<file path="src/rtl/fir_mac_20bit_if.sv">
// rtl/fir_mac_20bit_if.sv - sample, coefficient and result signals of the FIR tap engine
interface fir_mac_20bit_if #(
  parameter int DATA_W = 20,
  parameter int COEF_W = 18,
  parameter int AW     = 3
);
  logic                     in_valid;
  logic                     in_ready;
  logic signed [DATA_W-1:0] in_data;
  logic                     coef_we;
  logic [AW-1:0]            coef_addr;
  logic signed [COEF_W-1:0] coef_data;
  logic                     out_valid;
  logic signed [DATA_W-1:0] out_data;
  logic                     sat_flag;
  logic                     busy;

  modport master (
    output in_valid, in_data, coef_we, coef_addr, coef_data,
    input  in_ready, out_valid, out_data, sat_flag, busy
  );

  modport slave (
    input  in_valid, in_data, coef_we, coef_addr, coef_data,
    output in_ready, out_valid, out_data, sat_flag, busy
  );
endinterface

</file>
<file path="src/rtl/fir_mac_20bit.sv">
// rtl/fir_mac_20bit.sv - time-multiplexed FIR tap engine, one multiply per cycle
module fir_mac_20bit #(
  parameter int DATA_W    = 20,
  parameter int COEF_W    = 18,
  parameter int COEF_FRAC = 16,
  parameter int TAPS      = 8
) (
  input  logic           clk,
  input  logic           rst_n,
  fir_mac_20bit_if.slave bus
);
  localparam int AW     = $clog2(TAPS);
  localparam int PROD_W = DATA_W + COEF_W;
  localparam int ACC_W  = DATA_W + COEF_W + AW;

  localparam logic [AW-1:0] K_LAST = AW'(TAPS - 1);
  localparam logic signed [ACC_W-1:0] HALF =
    {{(ACC_W-COEF_FRAC){1'b0}}, 1'b1, {(COEF_FRAC-1){1'b0}}};
  localparam logic signed [ACC_W-1:0] SAT_MAX =
    {{(ACC_W-DATA_W+1){1'b0}}, {(DATA_W-1){1'b1}}};
  localparam logic signed [ACC_W-1:0] SAT_MIN =
    {{(ACC_W-DATA_W+1){1'b1}}, {(DATA_W-1){1'b0}}};

  typedef enum logic [1:0] {IDLE, MAC, DRAIN, ROUND} state_t;

  state_t                   r_state;
  state_t                   w_next_state;
  logic                     w_ready;
  logic                     w_accept;
  logic                     w_coef_wr;

  logic signed [DATA_W-1:0] r_hist [TAPS];
  logic signed [COEF_W-1:0] r_coef [TAPS];
  logic [AW-1:0]            r_wr_ptr;
  logic [AW-1:0]            r_newest;
  logic [AW-1:0]            r_k;
  logic [AW-1:0]            w_idx;
  logic signed [PROD_W-1:0] r_prod;
  logic                     r_prod_vld;
  logic signed [ACC_W-1:0]  r_acc;
  logic signed [ACC_W-1:0]  w_rnd;
  logic signed [ACC_W-1:0]  w_shr;
  logic signed [DATA_W-1:0] w_clamped;
  logic                     w_sat;
  logic                     r_out_valid;
  logic signed [DATA_W-1:0] r_out_data;
  logic                     r_sat;

  always_ff @(posedge clk or negedge rst_n) begin
    if (!rst_n) begin
      r_state <= IDLE;
    end else begin
      r_state <= w_next_state;
    end
  end

  always_comb begin
    w_next_state = r_state;
    w_ready      = 1'b0;
    case (r_state)
      IDLE: begin
        w_ready = 1'b1;
        if (bus.in_valid) w_next_state = MAC;
      end
      MAC:     if (r_k == K_LAST) w_next_state = DRAIN;
      DRAIN:   w_next_state = ROUND;
      ROUND:   w_next_state = IDLE;
      default: w_next_state = IDLE;
    endcase
  end

  assign w_accept  = w_ready && bus.in_valid;
  assign w_coef_wr = w_ready && bus.coef_we;

  // Tap k reads the sample k positions older than the one written at accept.
  assign w_idx = r_newest - r_k;

  // Round half toward +inf, then clamp into the sample range.
  always_comb begin
    w_rnd     = r_acc + HALF;
    w_shr     = w_rnd >>> COEF_FRAC;
    w_sat     = 1'b0;
    w_clamped = w_shr[DATA_W-1:0];
    if (w_shr > SAT_MAX) begin
      w_sat     = 1'b1;
      w_clamped = SAT_MAX[DATA_W-1:0];
    end else if (w_shr < SAT_MIN) begin
      w_sat     = 1'b1;
      w_clamped = SAT_MIN[DATA_W-1:0];
    end
  end

  always_ff @(posedge clk or negedge rst_n) begin
    if (!rst_n) begin
      for (int i = 0; i < TAPS; i++) begin
        r_hist[i] <= '0;
        r_coef[i] <= '0;
      end
      r_wr_ptr    <= '0;
      r_newest    <= '0;
      r_k         <= '0;
      r_prod      <= '0;
      r_prod_vld  <= 1'b0;
      r_acc       <= '0;
      r_out_valid <= 1'b0;
      r_out_data  <= '0;
      r_sat       <= 1'b0;
    end else begin
      if (w_coef_wr) r_coef[bus.coef_addr] <= bus.coef_data;
      if (w_accept) begin
        r_hist[r_wr_ptr] <= bus.in_data;
        r_newest         <= r_wr_ptr;
        r_wr_ptr         <= r_wr_ptr + 1'b1;
        r_k              <= '0;
      end
      if (r_state == MAC) begin
        r_prod <= r_hist[w_idx] * r_coef[r_k];
        r_k    <= r_k + 1'b1;
      end
      r_prod_vld <= (r_state == MAC);
      if (w_accept) begin
        r_acc <= '0;
      end else if (r_prod_vld) begin
        r_acc <= r_acc + {{AW{r_prod[PROD_W-1]}}, r_prod};
      end
      r_out_valid <= (r_state == ROUND);
      if (r_state == ROUND) begin
        r_out_data <= w_clamped;
        r_sat      <= w_sat;
      end
    end
  end

  assign bus.in_ready  = w_ready;
  assign bus.busy      = !w_ready;
  assign bus.out_valid = r_out_valid;
  assign bus.out_data  = r_out_data;
  assign bus.sat_flag  = r_sat;
endmodule
</file>
<file path="src/flat_wrapper.sv">
// flat-port wrapper written by rule: the top's interface ports become plain ports
module fir_mac_20bit_flat 
#(
  parameter int DATA_W    = 20,
  parameter int COEF_W    = 18,
  parameter int COEF_FRAC = 16,
  parameter int TAPS      = 8
)
  (clk, rst_n, bus_in_valid, bus_in_data, bus_coef_we, bus_coef_addr, bus_coef_data, bus_in_ready, bus_out_valid, bus_out_data, bus_sat_flag, bus_busy);
  fir_mac_20bit_if #(.DATA_W(DATA_W), .COEF_W(COEF_W)) bus_i ();
  input  logic clk;
  input  logic rst_n;
  input wire logic [$bits(bus_i.in_valid)-1:0] bus_in_valid;
  input wire logic [$bits(bus_i.in_data)-1:0] bus_in_data;
  input wire logic [$bits(bus_i.coef_we)-1:0] bus_coef_we;
  input wire logic [$bits(bus_i.coef_addr)-1:0] bus_coef_addr;
  input wire logic [$bits(bus_i.coef_data)-1:0] bus_coef_data;
  output wire logic [$bits(bus_i.in_ready)-1:0] bus_in_ready;
  output wire logic [$bits(bus_i.out_valid)-1:0] bus_out_valid;
  output wire logic [$bits(bus_i.out_data)-1:0] bus_out_data;
  output wire logic [$bits(bus_i.sat_flag)-1:0] bus_sat_flag;
  output wire logic [$bits(bus_i.busy)-1:0] bus_busy;
  assign bus_i.in_valid = bus_in_valid;
  assign bus_i.in_data = bus_in_data;
  assign bus_i.coef_we = bus_coef_we;
  assign bus_i.coef_addr = bus_coef_addr;
  assign bus_i.coef_data = bus_coef_data;
  assign bus_in_ready = bus_i.in_ready;
  assign bus_out_valid = bus_i.out_valid;
  assign bus_out_data = bus_i.out_data;
  assign bus_sat_flag = bus_i.sat_flag;
  assign bus_busy = bus_i.busy;
  fir_mac_20bit #(.DATA_W(DATA_W), .COEF_W(COEF_W), .COEF_FRAC(COEF_FRAC), .TAPS(TAPS)) u_core (.clk(clk), .rst_n(rst_n), .bus(bus_i));
endmodule
</file>
<file path="config.mk">
export PLATFORM = sky130hd
export DESIGN_NAME = fir_mac_20bit_flat
export DESIGN_NICKNAME = d
export VERILOG_FILES = /design/src/rtl/fir_mac_20bit_if.sv /design/src/rtl/fir_mac_20bit.sv /design/src/flat_wrapper.sv
export SDC_FILE = /design/constraint.sdc
export NUM_CORES = 2
export LEC_CHECK = 0
export CAP_MARGIN = 20
export CORE_ASPECT_RATIO = 0.8
export CORE_MARGIN = 5
export CORE_UTILIZATION = 55
export CTS_BUF_LIST = sky130_fd_sc_hd__clkbuf_4 sky130_fd_sc_hd__clkbuf_8
export CTS_CLUSTER_DIAMETER = 150
export CTS_CLUSTER_SIZE = 30
export DETAILED_ROUTE_END_ITERATION = 6
export PLACE_DENSITY_LB_ADDON = 0.08
export SLEW_MARGIN = 20
export SYNTH_ARGS = -nofsm -noshare
export SYNTH_HDL_FRONTEND = slang
export SYNTH_SLANG_ARGS = --single-unit
</file>
<file path="constraint.sdc">
create_clock -name clk -period 18.7 [get_ports clk]
set_input_delay 3.74 -clock clk [delete_from_list [all_inputs] [get_ports clk]]
set_output_delay 3.74 -clock clk [all_outputs]
set_load 0.05 [all_outputs]
</file>
==> results.cfg <==
[cts]
htree_levels = 1
clk_path_buf_depth = 3
cts-root-buf = clkbuf_8
tritoncts = built
cts.sinks = 417
clk_pin_slew_worst_paths_ps = 180
cts_setup_buffers = 0
cts_made_buffers = 18
cts_resized = 0
insertion_delay_ps = 700
cts-hold-fix-buffers = 0

[floorplanning]
fp.dieH_um = 231
die_area_mm2 = 0.0662
rows = 81
io_pins = 69
start_util_pct = 55.3
die-width_um = 286
coreArea_mm2 = 0.0608

[placed_design]
gp_congestion = 0.907
placed_cell_area_mm2 = 0.0353
dp_hpwl_mm = 61.7
port_buffers = 68

[route]
num_vias = 22252
ant_nets = 0
firstDrtPassIters = 6
routed_via_density = 5.79
wire_per_inst_um = 21.6
route.detailed.drc = 0
routed_wl_mm = 82.9
first_iter_violations = 1476

[setup_path]
path_max_fanout = 40
path_class = flip-flop to flip-flop
end_kind = flip-flop
regToRegStartpoint = u_core.r_k[1]
worst_setup_path_start_kind = flip-flop
critical-path-slowest-cell = mux2i_1
reg2reg_slack_ps = 9050
cpMostUsedCell = fa_1
worstPathArrival_ps = 10180
critPathMaxStageDelay_ps = 930
cp.required_ps = 19230
ff2ff_path_depth = 29
r2r-end = u_core.r_prod[33]

[cells_and_area]
antenna_cells = 0
fin_nets = 3607
syn_to_final_growth_pct = 6.10
drive_gt1_share_pct = 18.6
finalInstanceArea_mm2 = 0.0357

[global_routing]
grt_max_degree = 153
grt.total_usage_pct = 25.3
grt-ovfl-total = 0
antenna_found_initial = 1
grt_pass1_wl_mm = 133
grt_pass1_vias = 23555

[timing]
slew_headroom_pct = 18.9
max_freq_mhz = 104
worstMarginPinSlew_ps = 1180
finalCriticalPeriod_ps = 9650
clock_skew_ps = 132
finalSetupViolations = 0
slew_violations = 0
hold_viol_final = 0
tns_ps = 0
rsz0062_at_grt = false
period_share_pct = 51.6

[synthesis]
synth_flop_cell = dfrtp_1
avgSynthCellArea_um2 = 11.1
yosysMostFrequentCell = inv_1
synth_edf_count = 0
yosys_warnings = 0
synthArstFlopShare_pct = 100
syn-num-nets = 3589
ys_seq_elements = 417
ys_seq_area_share_pct = 31.0
yosys-top-cells-area = dfrtp_1 (31%), fa_1 (22%), mux2_2 (12%), ha_1 (5.4%), inv_1 (5.2%)
synth_common_cells = inv_1 (463), dfrtp_1 (417), fa_1 (363)
synth_top_cell_by_area = dfrtp_1
synthDistinctLibCells = 75
synth_top_area_share_pct = 31.0
synth_cells = 3035
syn_area_mm2 = 0.0336

[worst_hold_path]
hold_end = u_core.r_prod[0]
min_path_type = flip-flop to flip-flop
worstHoldStart = u_core.r_prod[0]
worstHoldPathCells = 2

[job]
maxCapViolations = 0

[run_status]
status = completed
registers in the layout, summed over array words and instances (netlist names), 3 cells and up:
name,flops
u_core.r_hist,160
u_core.r_wr_ptr,3
u_core.r_k,3
u_core.r_coef,144
u_core.r_newest,3
u_core.r_acc,41
u_core.r_prod,38
u_core.bus.out_data,20
through the flow:
| step | std cells | util (%) | setup WS, ps | hold WS [ps] |
|---|---|---|---|---|
| after floorplan | 3035 | - | 9970 | 456 |
| after global placement | 3820 | 58.1 | 9240 | 477 |
| after detailed placement | 3820 | 58.1 | 9140 | 479 |
| after CTS | 3843 | 58.6 | 9050 | 518 |
| after global routing | 3844 | 58.7 | 8440 | 536 |
| final | 3844 | 58.7 | 9050 | 520 |
worst max-delay path, delay by kind of cell (launching register included):
| family | cells | cell delay [ps] |
|---|---|---|
| adder cells (fa/ha/maj) | 8 | 3820 |
| AO/OA/AOI/OAI | 8 | 1670 |
| buffers and inverters | 7 | 1400 |
| multiplexers | 2 | 1350 |
| AND/OR/NAND/NOR | 2 | 480 |
| flip-flops | 1 | 360 |
| XOR/XNOR | 2 | 340 |
area by class of cell:
cell class,count,area (um^2)
Clock buffer,20,263
Clock inverter,3,53.8
Fill cell,5144,25100
Inverter,464,1740
Multi-Input combinational cell,2040,21200
Sequential cell,417,10400
Tap cell,788,986
Timing Repair Buffer,112,1050
logic make-up (layout without fill, tap and decap cells):
| logic type | Yosys count | after routing | share of synthesized area [%] |
|---|---|---|---|
| AO/OA/AOI/OAI | 276 | 276 | 5.74 |
| XOR/XNOR | 82 | 82 | 2.14 |
| multiplexers | 488 | 488 | 18.7 |
| AND/OR/NAND/NOR | 685 | 685 | 8.87 |
| flip-flops | 417 | 417 | 31.0 |
| adder cells (fa/ha/maj) | 509 | 509 | 27.0 |
| buffers and inverters | 578 | 599 | 6.48 |
cells in the final DEF, fill, tap and decap left out, types with 18 or more instances in the layout:
master,Yosys,layout
a21oi_1,72,72
clkbuf_8,0,18
nor2_1,283,273
nand3_1,32,32
mux2_2,358,358
ha_1,146,144
nand2_1,236,236
xor2_1,25,25
dfrtp_1,417,415
nand2b_1,24,24
clkdlybuf4s50_1,0,67
o22a_1,19,19
inv_1,463,463
xnor2_1,57,56
fa_1,363,362
buf_4,0,42
mux4_2,76,76
o21ai_0,44,44
a21o_1,27,27
nor3_1,25,22
mux2i_1,53,36
how the worst max path moves through the flow:
stage,start,endpoint,slack (ps),cells after the start
floorplan,u_core.r_k[1],u_core.r_prod[37],9970,29
global placement,u_core.r_k[1],u_core.r_prod[34],9240,29
detailed placement,u_core.r_k[1],u_core.r_prod[34],9140,29
CTS,u_core.r_k[1],u_core.r_prod[34],9050,29
global route,u_core.r_k[1],u_core.r_prod[34],8440,29
finish,u_core.r_k[1],u_core.r_prod[33],9050,29
routing by layer:
metal | global-route usage, % | wire (um)
met1 | 36.8 | 36500
met2 | 40.6 | 38700
met3 | 5.03 | 5880
met4 | 4.79 | 1770
met5 | 0 | 13
Power is not shown: default switching activity piles up to over one toggle a cycle in this logic, so the estimate is an artifact.
